[config.mk]
export PLATFORM = sky130hd
export DESIGN_NAME = noc_buf_ctrl
export DESIGN_NICKNAME = d
export VERILOG_FILES = /design/src/rtl/noc_buf_ctrl.sv
export SDC_FILE = /design/constraint.sdc
export NUM_CORES = 1
export LEC_CHECK = 0
export BUFFER_PORTS_ARGS = -buffer_cell sky130_fd_sc_hd__buf_2
export CAP_MARGIN = 10
export CORE_MARGIN = 1
export CORE_UTILIZATION = 45
export DETAILED_ROUTE_END_ITERATION = 7
export PLACE_DENSITY = 0.81
export SYNTH_ARGS = -nofsm -noshare
export SYNTH_HDL_FRONTEND = slang
export SYNTH_SLANG_ARGS = --single-unit
[constraint.sdc]
create_clock -name clk -period 3.9 [get_ports clk]
set_clock_uncertainty 0.2 [all_clocks]
set_input_delay 0.78 -clock clk [delete_from_list [all_inputs] [get_ports clk]]
set_output_delay 0.78 -clock clk [all_outputs]
set_load 0.02 [all_outputs]
[src/rtl/noc_buf_ctrl.sv]
// noc_buf_ctrl: synchronous FIFO controller for an external dual-port buffer RAM.
// The RAM writes asynchronously (level-sensitive) on port 0 and reads
// asynchronously on port 1. This block supplies the clocked pointers, the
// occupancy count and flop-driven, glitch-free RAM strobes. A registered
// output stage holds one flit in addition to the RAM contents.
module noc_buf_ctrl #(
  parameter int DATA_WIDTH = 12,
  parameter int ADDR_WIDTH = 3,
  parameter int RAM_DEPTH  = 8
) (
  input  logic                  clk,
  input  logic                  rst,
  // upstream link
  input  logic [DATA_WIDTH-1:0] in_data,
  input  logic                  in_valid,
  output logic                  in_ready,
  // downstream router stage
  output logic [DATA_WIDTH-1:0] out_data,
  output logic                  out_valid,
  input  logic                  out_ready,
  // RAM port 0 (write)
  output logic [ADDR_WIDTH-1:0] ram_address_0,
  output logic [DATA_WIDTH-1:0] ram_data_0,
  output logic                  ram_cs_0,
  output logic                  ram_we_0,
  // RAM port 1 (read)
  output logic [ADDR_WIDTH-1:0] ram_address_1,
  input  logic [DATA_WIDTH-1:0] ram_data_1,
  output logic                  ram_cs_1,
  output logic                  ram_we_1,
  output logic                  ram_oe_1,
  // status
  output logic [ADDR_WIDTH:0]   count,
  output logic                  full,
  output logic                  empty
);

  localparam int CW = ADDR_WIDTH + 1;

  typedef logic [ADDR_WIDTH-1:0] addr_t;
  typedef logic [DATA_WIDTH-1:0] data_t;
  typedef logic [CW-1:0]         cnt_t;

  // Pointer advance with wrap at RAM_DEPTH, so non-power-of-2 depths work.
  function automatic addr_t ptr_inc(input addr_t p);
    return (p == addr_t'(RAM_DEPTH - 1)) ? '0 : p + addr_t'(1);
  endfunction

  addr_t wptr_q, wptr_d;
  addr_t rptr_q, rptr_d;
  cnt_t  count_q, count_d;
  logic  wr_stb_q, wr_stb_d;
  addr_t wr_addr_q, wr_addr_d;
  data_t wr_data_q, wr_data_d;
  logic  out_valid_q, out_valid_d;
  data_t out_data_q, out_data_d;

  logic  push;
  logic  load;
  cnt_t  avail;

  // An entry is readable only once its write strobe has completed, so the
  // pending write (if any) is subtracted from the occupancy.
  assign avail    = count_q - cnt_t'(wr_stb_q);
  assign full     = (count_q == cnt_t'(RAM_DEPTH));
  assign in_ready = !full;
  assign empty    = (count_q == '0) && !out_valid_q;
  assign count    = count_q;

  assign push = in_valid && in_ready;
  assign load = (avail != '0) && (!out_valid_q || out_ready);

  // Write port straight from flops: strobe, address and data change only at edges.
  assign ram_address_0 = wr_addr_q;
  assign ram_data_0    = wr_data_q;
  assign ram_cs_0      = wr_stb_q;
  assign ram_we_0      = wr_stb_q;

  // Read port: the pending-write address never equals rptr while avail != 0.
  assign ram_address_1 = rptr_q;
  assign ram_cs_1      = (avail != '0);
  assign ram_oe_1      = (avail != '0);
  assign ram_we_1      = 1'b0;

  assign out_data  = out_data_q;
  assign out_valid = out_valid_q;

  // Next-state for pointers, write staging, output stage and occupancy.
  always_comb begin
    // NOTE: every variable gets a default first so no path leaves it unassigned (no latches).
    wptr_d      = wptr_q;
    rptr_d      = rptr_q;
    wr_addr_d   = wr_addr_q;
    wr_data_d   = wr_data_q;
    wr_stb_d    = push;
    out_valid_d = out_valid_q;
    out_data_d  = out_data_q;
    count_d     = count_q + cnt_t'(push) - cnt_t'(load);

    if (push) begin
      wr_addr_d = wptr_q;
      wr_data_d = in_data;
      wptr_d    = ptr_inc(wptr_q);
    end

    if (load) begin
      out_data_d  = ram_data_1;
      out_valid_d = 1'b1;
      rptr_d      = ptr_inc(rptr_q);
    end else if (out_ready) begin
      out_valid_d = 1'b0;
    end
  end

  // State registers with synchronous reset; reset also kills a pending write strobe.
  always_ff @(posedge clk) begin
    // NOTE: non-blocking assignments so every flop samples pre-edge values.
    if (rst) begin
      wptr_q      <= '0;
      rptr_q      <= '0;
      count_q     <= '0;
      wr_stb_q    <= 1'b0;
      wr_addr_q   <= '0;
      wr_data_q   <= '0;
      out_valid_q <= 1'b0;
      out_data_q  <= '0;
    end else begin
      wptr_q      <= wptr_d;
      rptr_q      <= rptr_d;
      count_q     <= count_d;
      wr_stb_q    <= wr_stb_d;
      wr_addr_q   <= wr_addr_d;
      wr_data_q   <= wr_data_d;
      out_valid_q <= out_valid_d;
      out_data_q  <= out_data_d;
    end
  end

endmodule

==> results of run 1 <==
-- worst min-delay path, stage by stage (launching register included) --
cell and delay, ps:
dfxtp_1 320, nand2_2 60, a21oi_2 40
-- cells by family (layout without fill, tap and decap cells) --
| family | Yosys count | count (layout) | synth area share |
|---|---|---|---|
| AND/OR/NAND/NOR | 79 | 79 | 0.2285 |
| AO/OA/AOI/OAI | 23 | 23 | 0.09821 |
| buffers and inverters | 24 | 87 | 0.08087 |
| other | 1 | 1 | 0.001924 |
| multiplexers | 16 | 16 | 0.08280 |
| XOR/XNOR | 3 | 3 | 0.01348 |
| adder cells (fa/ha/maj) | 14 | 14 | 0.09371 |
| flip-flops | 39 | 39 | 0.4005 |
-- sequential cells by signal, summed over array words and instances (netlist names) --
signal	flops
ram_data_0	12
ram_address_0	3
ram_address_1	3
out_valid	1
count	4
out_data	12
wptr_q	3
ram_cs_0	1
-- cell type report --
cell class              instances  share of cell area
flip-flops and latches         39              0.3328
multi-input cells             136              0.4309
clock buffers                   8             0.04267
inverters                       9             0.01653
well taps                      50             0.02667
repair buffers                 70              0.1504
-- power by group through the flow --
stage | clock [mW] | sequential, mW | combinational [mW]
2_1_floorplan | 0 | 0.669 | 0.498
3_3_place_gp | 0 | 0.564 | 0.739
3_5_place_dp | 0 | 0.567 | 0.754
4_1_cts | 0.298 | 0.559 | 0.758
5_1_grt | 0.318 | 0.573 | 0.830
6_report | 0.291 | 0.559 | 0.746
-- worst max-delay path by stage --
stage | startpoint | endpoint | slack [ps] | depth (start not counted)
floorplan | count[1]$_SDFF_PP0_ | count[1]$_SDFF_PP0_ | 990 | 12
global placement | count[2]$_SDFF_PP0_ | count[2]$_SDFF_PP0_ | 1000 | 11
detailed placement | count[2]$_SDFF_PP0_ | count[2]$_SDFF_PP0_ | 920 | 11
CTS | count[2]$_SDFF_PP0_ | count[2]$_SDFF_PP0_ | 900 | 11
global route | count[2]$_SDFF_PP0_ | count[2]$_SDFF_PP0_ | 760 | 11
finish | count[2]$_SDFF_PP0_ | count[2]$_SDFF_PP0_ | 930 | 11
-- Yosys cell counts --
master | count | area, um^2
and2_4 | 1 | 8.760
nor2b_1 | 3 | 18.77
buf_12 | 2 | 40.04
mux2_2 | 1 | 11.26
nand2b_1 | 30 | 187.7
o21bai_1 | 1 | 7.510
xor2_1 | 2 | 17.52
inv_1 | 8 | 30.03
ha_1 | 13 | 162.7
clkbuf_1 | 4 | 15.01
o21a_1 | 1 | 7.510
mux2i_1 | 15 | 150.1
nor3_1 | 1 | 5.000
clkinv_4 | 1 | 8.760
nor4b_1 | 1 | 8.760
nand2_2 | 18 | 112.6
fa_1 | 1 | 20.02
nor2_1 | 5 | 18.77
xnor2_1 | 1 | 8.760
buf_4 | 5 | 37.54
conb_1 | 1 | 3.750
or3b_4 | 1 | 11.26
a21oi_1 | 2 | 10.01
buf_2 | 3 | 15.01
nand2_1 | 18 | 67.56
or3_1 | 1 | 6.260
dfxtp_1 | 39 | 780.8
a21oi_2 | 18 | 157.7
buf_6 | 1 | 11.26
o2111ai_1 | 1 | 8.760
-- cell usage in the layout, fill, tap and decap left out --
| master | count |
|---|---|
| a21oi_1 | 2 |
| a21oi_2 | 18 |
| and2_4 | 1 |
| buf_2 | 69 |
| buf_4 | 1 |
| clkbuf_1 | 1 |
| clkbuf_8 | 7 |
| clkinv_4 | 1 |
| conb_1 | 1 |
| dfxtp_1 | 39 |
| fa_1 | 1 |
| ha_1 | 13 |
| inv_1 | 8 |
| mux2_2 | 1 |
| mux2i_1 | 15 |
| nand2_1 | 18 |
| nand2_2 | 18 |
| nand2b_1 | 30 |
| nor2_1 | 5 |
| nor2b_1 | 3 |
| nor3_1 | 1 |
| nor4b_1 | 1 |
| o2111ai_1 | 1 |
| o21a_1 | 1 |
| o21bai_1 | 1 |
| or3_1 | 1 |
| or3b_4 | 1 |
| xnor2_1 | 1 |
| xor2_1 | 2 |
-- routing by layer --
| metal | share of wire | vias to the layer above |
|---|---|---|
| li1 | - | 758 |
| met1 | 0.46 | 690 |
| met2 | 0.47 | 38 |
| met3 | 0.056 | 4 |
| met4 | 0.016 | 0 |
| met5 | 0 | - |
==> results.py, run 1 <==
metrics = {
    "status": {
        "status": "finished clean",
    },
    "sta": {
        "slew_headroom": 0.3536,
        "fin_crit_ps": 2973,
        "setup-violations-final": 0,
        "whs_ps": 261.8,
        "setup_slack_ps": 927.3,
        "slew_viol_final": 0,
        "tightest_slew_ps": 969.5,
        "period_share": 0.7622,
        "finalHoldViolCount": 0,
        "setup_tns_ps": 0,
        "fmax_mhz": 336.4,
        "rsz0062_at_grt": "false",
    },
    "routing": {
        "vias_per_cell": 4.776,
        "num_vias": 1490,
        "drc": 0,
        "firstDrtPassIters": 4,
        "totalWireLength_um": 3356,
        "final_antenna_net_count": 0,
        "drt_iter0_drc": 41,
        "wl_per_cell_um": 10.76,
    },
    "die": {
        "core_area_um2": 4086,
        "die_area_um2": 4599,
        "ios": 71,
        "die_h_um": 67.82,
        "row_count": 23,
        "initial_core_util": 0.4770,
        "die_x_um": 67.82,
    },
    "clock_tree": {
        "clock_path_buffers": 2,
        "cts_post_setup_buffers_inserted": 0,
        "clock_latency_ps": 280,
        "cts_buffers": 5,
        "cts.sinks": 39,
        "cts_hold_buf": 0,
        "cts_resized": 0,
        "root_buffer": "clkbuf_8",
        "clk_pin_slew_worst_paths_ps": 70,
        "cts_tree": "done",
        "ctsHtreeMaxLevel": 2,
    },
    "critical_path": {
        "cp-end-kind": "register",
        "worstSetupStartpointType": "register",
        "crit_path_max_incr_delay_ps": 380,
        "rrSetupSlack_ps": 930,
        "cp_common_cell": "ha_1",
        "required_ps": 3840,
        "worstPathCellList": "inv_1 > ha_1 > or3b_4 > and2_4 > clkinv_4 > ha_1 > inv_1 > ha_1 > fa_1 > xor2_1 > nor2_1",
        "ff2ff_path_depth": 11,
        "crit_type": "reg2reg",
        "path_buf_inv": 3,
        "reg2reg_from": "count[2]$_SDFF_PP0_",
        "cp_top_family": "adder cells",
        "path_max_fanout": 21,
        "crit_path_top_delay_cell": "fa_1",
        "r2r-end": "count[2]$_SDFF_PP0_",
        "arrival_ps": 2910,
    },
    "grt": {
        "met3_usage": 0.05833,
        "antenna_found_initial": 0,
        "grt-busiest-layer": "met2",
        "use_met1": 0.1903,
        "grt_max_degree": 55,
        "grt_usage": 0.1589,
        "grt_pass1_wl_um": 5471,
        "grt-ovfl-total": 0,
        "grt_util_met2": 0.2611,
        "first_global_vias": 1336,
    },
    "final_layout": {
        "diodes": 0,
        "area_growth_pct": 20.35,
        "nFillCells": 360,
        "layout.area.seq_um2": 780.7,
        "fin_util": 0.5741,
        "drive_gt1_frac": 0.4466,
        "multiInputGateArea_um2": 1011,
        "fin_cells": 312,
        "final_area_um2": 2346,
        "final_nets": 303,
    },
    "power": {
        "leakage_nw": 1.142,
        "irDropWorstVdd_uv": 341.4,
        "clockPowerShare": 0.183,
        "p_per_area_nw_per_um2": 680.3,
        "switching_share": 0.3983,
        "p_seq_frac": 0.350,
        "total_power_mw": 1.596,
        "switchingPower_mw": 0.6357,
        "pwr-share-comb": 0.467,
        "p_int_mw": 0.9603,
    },
    "hold_path": {
        "hold_class": "reg2reg",
        "hold_start": "ram_data_0[3]$_SDFFE_PP0P_",
        "min_to": "ram_data_0[3]$_SDFFE_PP0P_",
        "hold_path_depth": 2,
    },
    "logic_synthesis": {
        "synth.ff_latch_count": 39,
        "syn-instance-count": 199,
        "ys_seq_area_frac": 0.4005,
        "synth.distinct_cells": 30,
        "synth.net_count": 241,
        "yosysWarnings": 0,
        "synth_area_per_cell_um2": 9.796,
        "netlist_area_um2": 1949,
    },
    "placement": {
        "dp_hpwl_um": 2364,
        "place_ws_ps": 918.7,
        "io_buffer_count": 69,
        "place_area_um2": 2246,
        "gp_congestion": 0.7684,
        "dp_cells": 304,
    },
    "run": {
        "cap_violations": 0,
    },
}
(Power assumes the default switching activity.)
==> inputs of run 2 (changes only) <==
Clock period 3.9 ns to 3 ns, I/O delays scaled along.
==> results.py, run 2 (synthesis gave the netlist of run 1 again) <==
metrics = {
    "die": {
        "initial_core_util": 0.4770,
        "die_area_um2": 4599,
        "die_x_um": 67.82,
        "ios": 71,
        "core_area_um2": 4086,
        "die_h_um": 67.82,
        "row_count": 23,
    },
    "grt": {
        "first_global_vias": 1403,
        "grt_pass1_wl_um": 5823,
        "antenna_found_initial": 0,
        "grt_usage": 0.1658,
        "grt_max_degree": 32,
        "grt-ovfl-total": 0,
    },
    "final_layout": {
        "layout_common_cells": "buf_2 (69), dfxtp_1 (39), nand2b_1 (30)",
        "layout.area.seq_um2": 780.7,
        "drive_gt1_frac": 0.4508,
        "final_area_um2": 2361,
        "final_nets": 305,
        "multiInputGateArea_um2": 1011,
        "fin_cells": 314,
        "nFillCells": 377,
        "final_common_cell": "buf_2",
        "area_growth_pct": 21.12,
        "diodes": 0,
        "fin_util": 0.5778,
    },
    "hold_path": {
        "hold_path_depth": 2,
        "hold_class": "reg2reg",
    },
    "placement": {
        "gp_congestion": 0.7668,
        "dp_hpwl_um": 2653,
        "place_area_um2": 2261,
        "dp_cells": 306,
        "io_buffer_count": 69,
    },
    "power": {
        "p_per_area_nw_per_um2": 884.7,
        "leakage_nw": 1.151,
        "irDropWorstVdd_uv": 374.1,
        "total_power_mw": 2.089,
    },
    "clock_tree": {
        "cts_tree": "done",
        "cts_hold_buf": 0,
        "clock_path_buffers": 2,
        "cts_resized": 0,
        "cts_post_setup_buffers_inserted": 0,
        "clock_latency_ps": 270,
        "cts_buffers": 5,
        "cts.sinks": 39,
        "clk_pin_slew_worst_paths_ps": 70,
        "root_buffer": "clkbuf_8",
        "ctsHtreeMaxLevel": 2,
    },
    "critical_path": {
        "cp-end-kind": "register",
        "cp_common_cell": "ha_1",
        "crit_path_max_incr_delay_ps": 380,
        "crit_path_top_delay_cell": "dfxtp_1",
        "path_max_fanout": 18,
        "crit_type": "reg2reg",
        "arrival_ps": 2670,
        "required_ps": 2960,
        "worstPathCellList": "inv_1 > ha_1 > or3b_4 > and2_4 > clkinv_4 > ha_1 > inv_1 > ha_1 > fa_1 > xor2_1 > nor2_1",
        "ff2ff_path_depth": 11,
        "worstSetupStartpointType": "register",
    },
    "status": {
        "status": "finished clean",
    },
    "routing": {
        "vias_per_cell": 4.761,
        "drc": 0,
        "final_antenna_net_count": 0,
        "totalWireLength_um": 3603,
        "firstDrtPassIters": 4,
        "wl_per_cell_um": 11.47,
        "drt_iter0_drc": 73,
        "num_vias": 1495,
    },
    "sta": {
        "fmax_mhz": 368.4,
        "period_share": 0.9049,
        "fin_crit_ps": 2715,
        "rsz0062_at_grt": "false",
        "slew_viol_final": 0,
        "setup_tns_ps": 0,
        "finalHoldViolCount": 0,
        "setup-violations-final": 0,
    },
    "run": {
        "cap_violations": 0,
    },
}
## run 2: cell types whose count changed in the layout (fill, tap and decap cells not counted)
cell	delta
buf_4	+2
## run 2: final timing paths
kind | startpoint | endpoint | slack, ps
min reg2reg | ram_data_0[10]$_SDFFE_PP0P_ | ram_data_0[10]$_SDFFE_PP0P_ | 260
max reg2reg | count[2]$_SDFF_PP0_ | count[2]$_SDFF_PP0_ | 290
max | count[2]$_SDFF_PP0_ | count[2]$_SDFF_PP0_ | 290
min | ram_data_0[10]$_SDFFE_PP0P_ | ram_data_0[10]$_SDFFE_PP0P_ | 260
## run 2: power breakdown
group | switching (mW) | leakage (nW) | internal, mW
Sequential | 0.0849 | 0.322 | 0.641
Combinational | 0.584 | 0.778 | 0.401
Clock | 0.167 | 0.0515 | 0.210
Total | 0.837 | 1.15 | 1.25
## run 2: area by class of cell
class,count,area share
multi-input cells,136,0.4282
repair buffers,72,0.1558
well taps,50,0.02650
clock buffers,8,0.04240
flip-flops and latches,39,0.3307
inverters,9,0.01643
## run 2: critical path, delay by kind of cell (launching register included)
family / cells / cell delay (ps)
XOR/XNOR: 1 / 170
adder cells (fa/ha/maj): 4 / 1050
buffers and inverters: 3 / 230
flip-flops: 1 / 380
AND/OR/NAND/NOR: 3 / 560
## run 2: per-layer routing
layer	part of all wire	wire length [um]	vias up	GRT usage
met5	0	0	-	0
met4	0.0094	34	0	0.05469
met3	0.044	158	2	0.05000
met2	0.50	1787	34	0.2884
met1	0.45	1623	703	0.1929
li1	-	-	756	-
## run 2: per-stage QoR
step | setup slack [ps] | hold slack, ps
5_1_grt | 133.0 | 274.4
6_report | 285.4 | 259.9
4_1_cts | 286.2 | 260.2
2_1_floorplan | 91.01 | 258.6
3_5_place_dp | 306.5 | 250.3
3_3_place_gp | 394.1 | 245.5
==> inputs of run 3 (changes only) <==
Settings changed: ABC_AREA set to 0, RECOVER_POWER set to 50.
==> results.py, run 3 (synthesis gave the netlist of run 1 again) <==
metrics = {
    "final_layout": {
        "nFillCells": 399,
        "area_growth_pct": 18.61,
        "drive_gt1_frac": 0.3106,
        "final_common_cell": "dfxtp_1",
        "diodes": 0,
        "layout_common_cells": "dfxtp_1 (39), clkbuf_1 (38), buf_2 (32)",
        "layout.area.seq_um2": 780.7,
        "final_nets": 305,
        "multiInputGateArea_um2": 1011,
    },
    "clock_tree": {
        "root_buffer": "clkbuf_8",
        "clock_latency_ps": 280,
        "cts_hold_buf": 0,
        "clk_pin_slew_worst_paths_ps": 70,
        "cts.sinks": 39,
        "cts_buffers": 5,
        "cts_resized": 0,
        "ctsHtreeMaxLevel": 2,
        "clock_path_buffers": 2,
        "cts_post_setup_buffers_inserted": 0,
        "cts_tree": "done",
    },
    "status": {
        "status": "finished clean",
    },
    "placement": {
        "gp_congestion": 0.7668,
        "io_buffer_count": 69,
        "dp_hpwl_um": 2653,
    },
    "routing": {
        "highest_layer": "met4",
        "wl_per_cell_um": 11.62,
        "final_antenna_net_count": 0,
        "num_vias": 1504,
        "firstDrtPassIters": 4,
        "met3_length_um": 177,
        "wl_met1_um": 1654,
        "drc": 0,
        "drt_iter0_drc": 65,
        "vias_per_cell": 4.790,
        "met2WireLength_um": 1811,
        "totalWireLength_um": 3648,
    },
    "sta": {
        "fmax_mhz": 367.5,
        "slew_viol_final": 0,
        "fin_crit_ps": 2721,
        "slew_headroom": 0.6116,
        "setup-violations-final": 0,
        "tightest_slew_ps": 582.7,
        "rsz0062_at_grt": "false",
        "setup_tns_ps": 0,
        "finalHoldViolCount": 0,
        "period_share": 0.9070,
    },
    "power": {
        "irDropWorstVdd_uv": 367.6,
        "total_power_mw": 2.062,
        "leakage_nw": 1.008,
        "p_per_area_nw_per_um2": 891.9,
    },
    "critical_path": {
        "arrival_ps": 2680,
        "path_max_fanout": 18,
        "worstSetupStartpointType": "register",
        "required_ps": 2960,
        "crit_type": "reg2reg",
        "cp-end-kind": "register",
    },
    "die": {
        "initial_core_util": 0.4770,
        "die_x_um": 67.82,
        "row_count": 23,
        "die_h_um": 67.82,
        "core_area_um2": 4086,
        "ios": 71,
        "die_area_um2": 4599,
    },
    "grt": {
        "antenna_found_initial": 0,
        "grt_max_degree": 32,
        "grt_pass1_wl_um": 5823,
        "grt-ovfl-total": 0,
        "first_global_vias": 1403,
        "grt_usage": 0.1658,
    },
    "hold_path": {
        "hold_class": "reg2reg",
    },
    "run": {
        "cap_violations": 0,
    },
}
run 3: path summary, 6_finish.rpt:
path,to,depth (start not counted),start,slack (ps)
min reg2reg,ram_data_0[0]$_SDFFE_PP0P_,2,ram_data_0[0]$_SDFFE_PP0P_,260
min,ram_data_0[0]$_SDFFE_PP0P_,2,ram_data_0[0]$_SDFFE_PP0P_,260
max,count[2]$_SDFF_PP0_,11,count[2]$_SDFF_PP0_,280
max reg2reg,count[2]$_SDFF_PP0_,11,count[2]$_SDFF_PP0_,280
run 3: cell type report:
type	instances	share of cell area
timing repair buffer	72	0.1380
inverter	9	0.01677
sequential	39	0.3377
clock buffer	8	0.04329
tap	50	0.02706
multi-input combinational	136	0.4372
run 3: metal layers:
| layer | up-vias | global-route usage |
|---|---|---|
| met3 | 2 | 0.05000 |
| li1 | 758 | - |
| met4 | 0 | 0.05469 |
| met5 | - | 0 |
| met2 | 37 | 0.2884 |
| met1 | 707 | 0.1929 |
run 3: metrics by stage:
stage | hold WS (ps) | instances | worst slack, ps | cell area [um^2] | util
floorplan | 258.6 | 199 | 91.01 | 1949 | -
global placement | 245.5 | 306 | 394.1 | 2261 | 0.5533
detailed placement | 250.3 | 306 | 306.5 | 2261 | 0.5533
CTS | 260.2 | 314 | 286.2 | 2361 | 0.5778
global route | 277.5 | 314 | 128.8 | 2312 | 0.5658
finish | 262.5 | 314 | 279.0 | 2312 | 0.5658
run 3: where the power goes:
part           switching, mW  leakage, nW  internal, mW  total, mW
Combinational          0.586        0.635         0.368      0.954
Clock                  0.169       0.0515         0.210      0.379
Sequential            0.0882        0.322         0.641      0.730
Total                  0.843         1.01          1.22       2.06
run 3: critical path, cell delays in order, from the launching register on:
cell      delay, ps
dfxtp_1         380
inv_1           120
ha_1            200
or3b_4          240
and2_4          270
clkinv_4         70
ha_1            270
inv_1            40
ha_1            200
fa_1            380
xor2_1          170
nor2_1           50
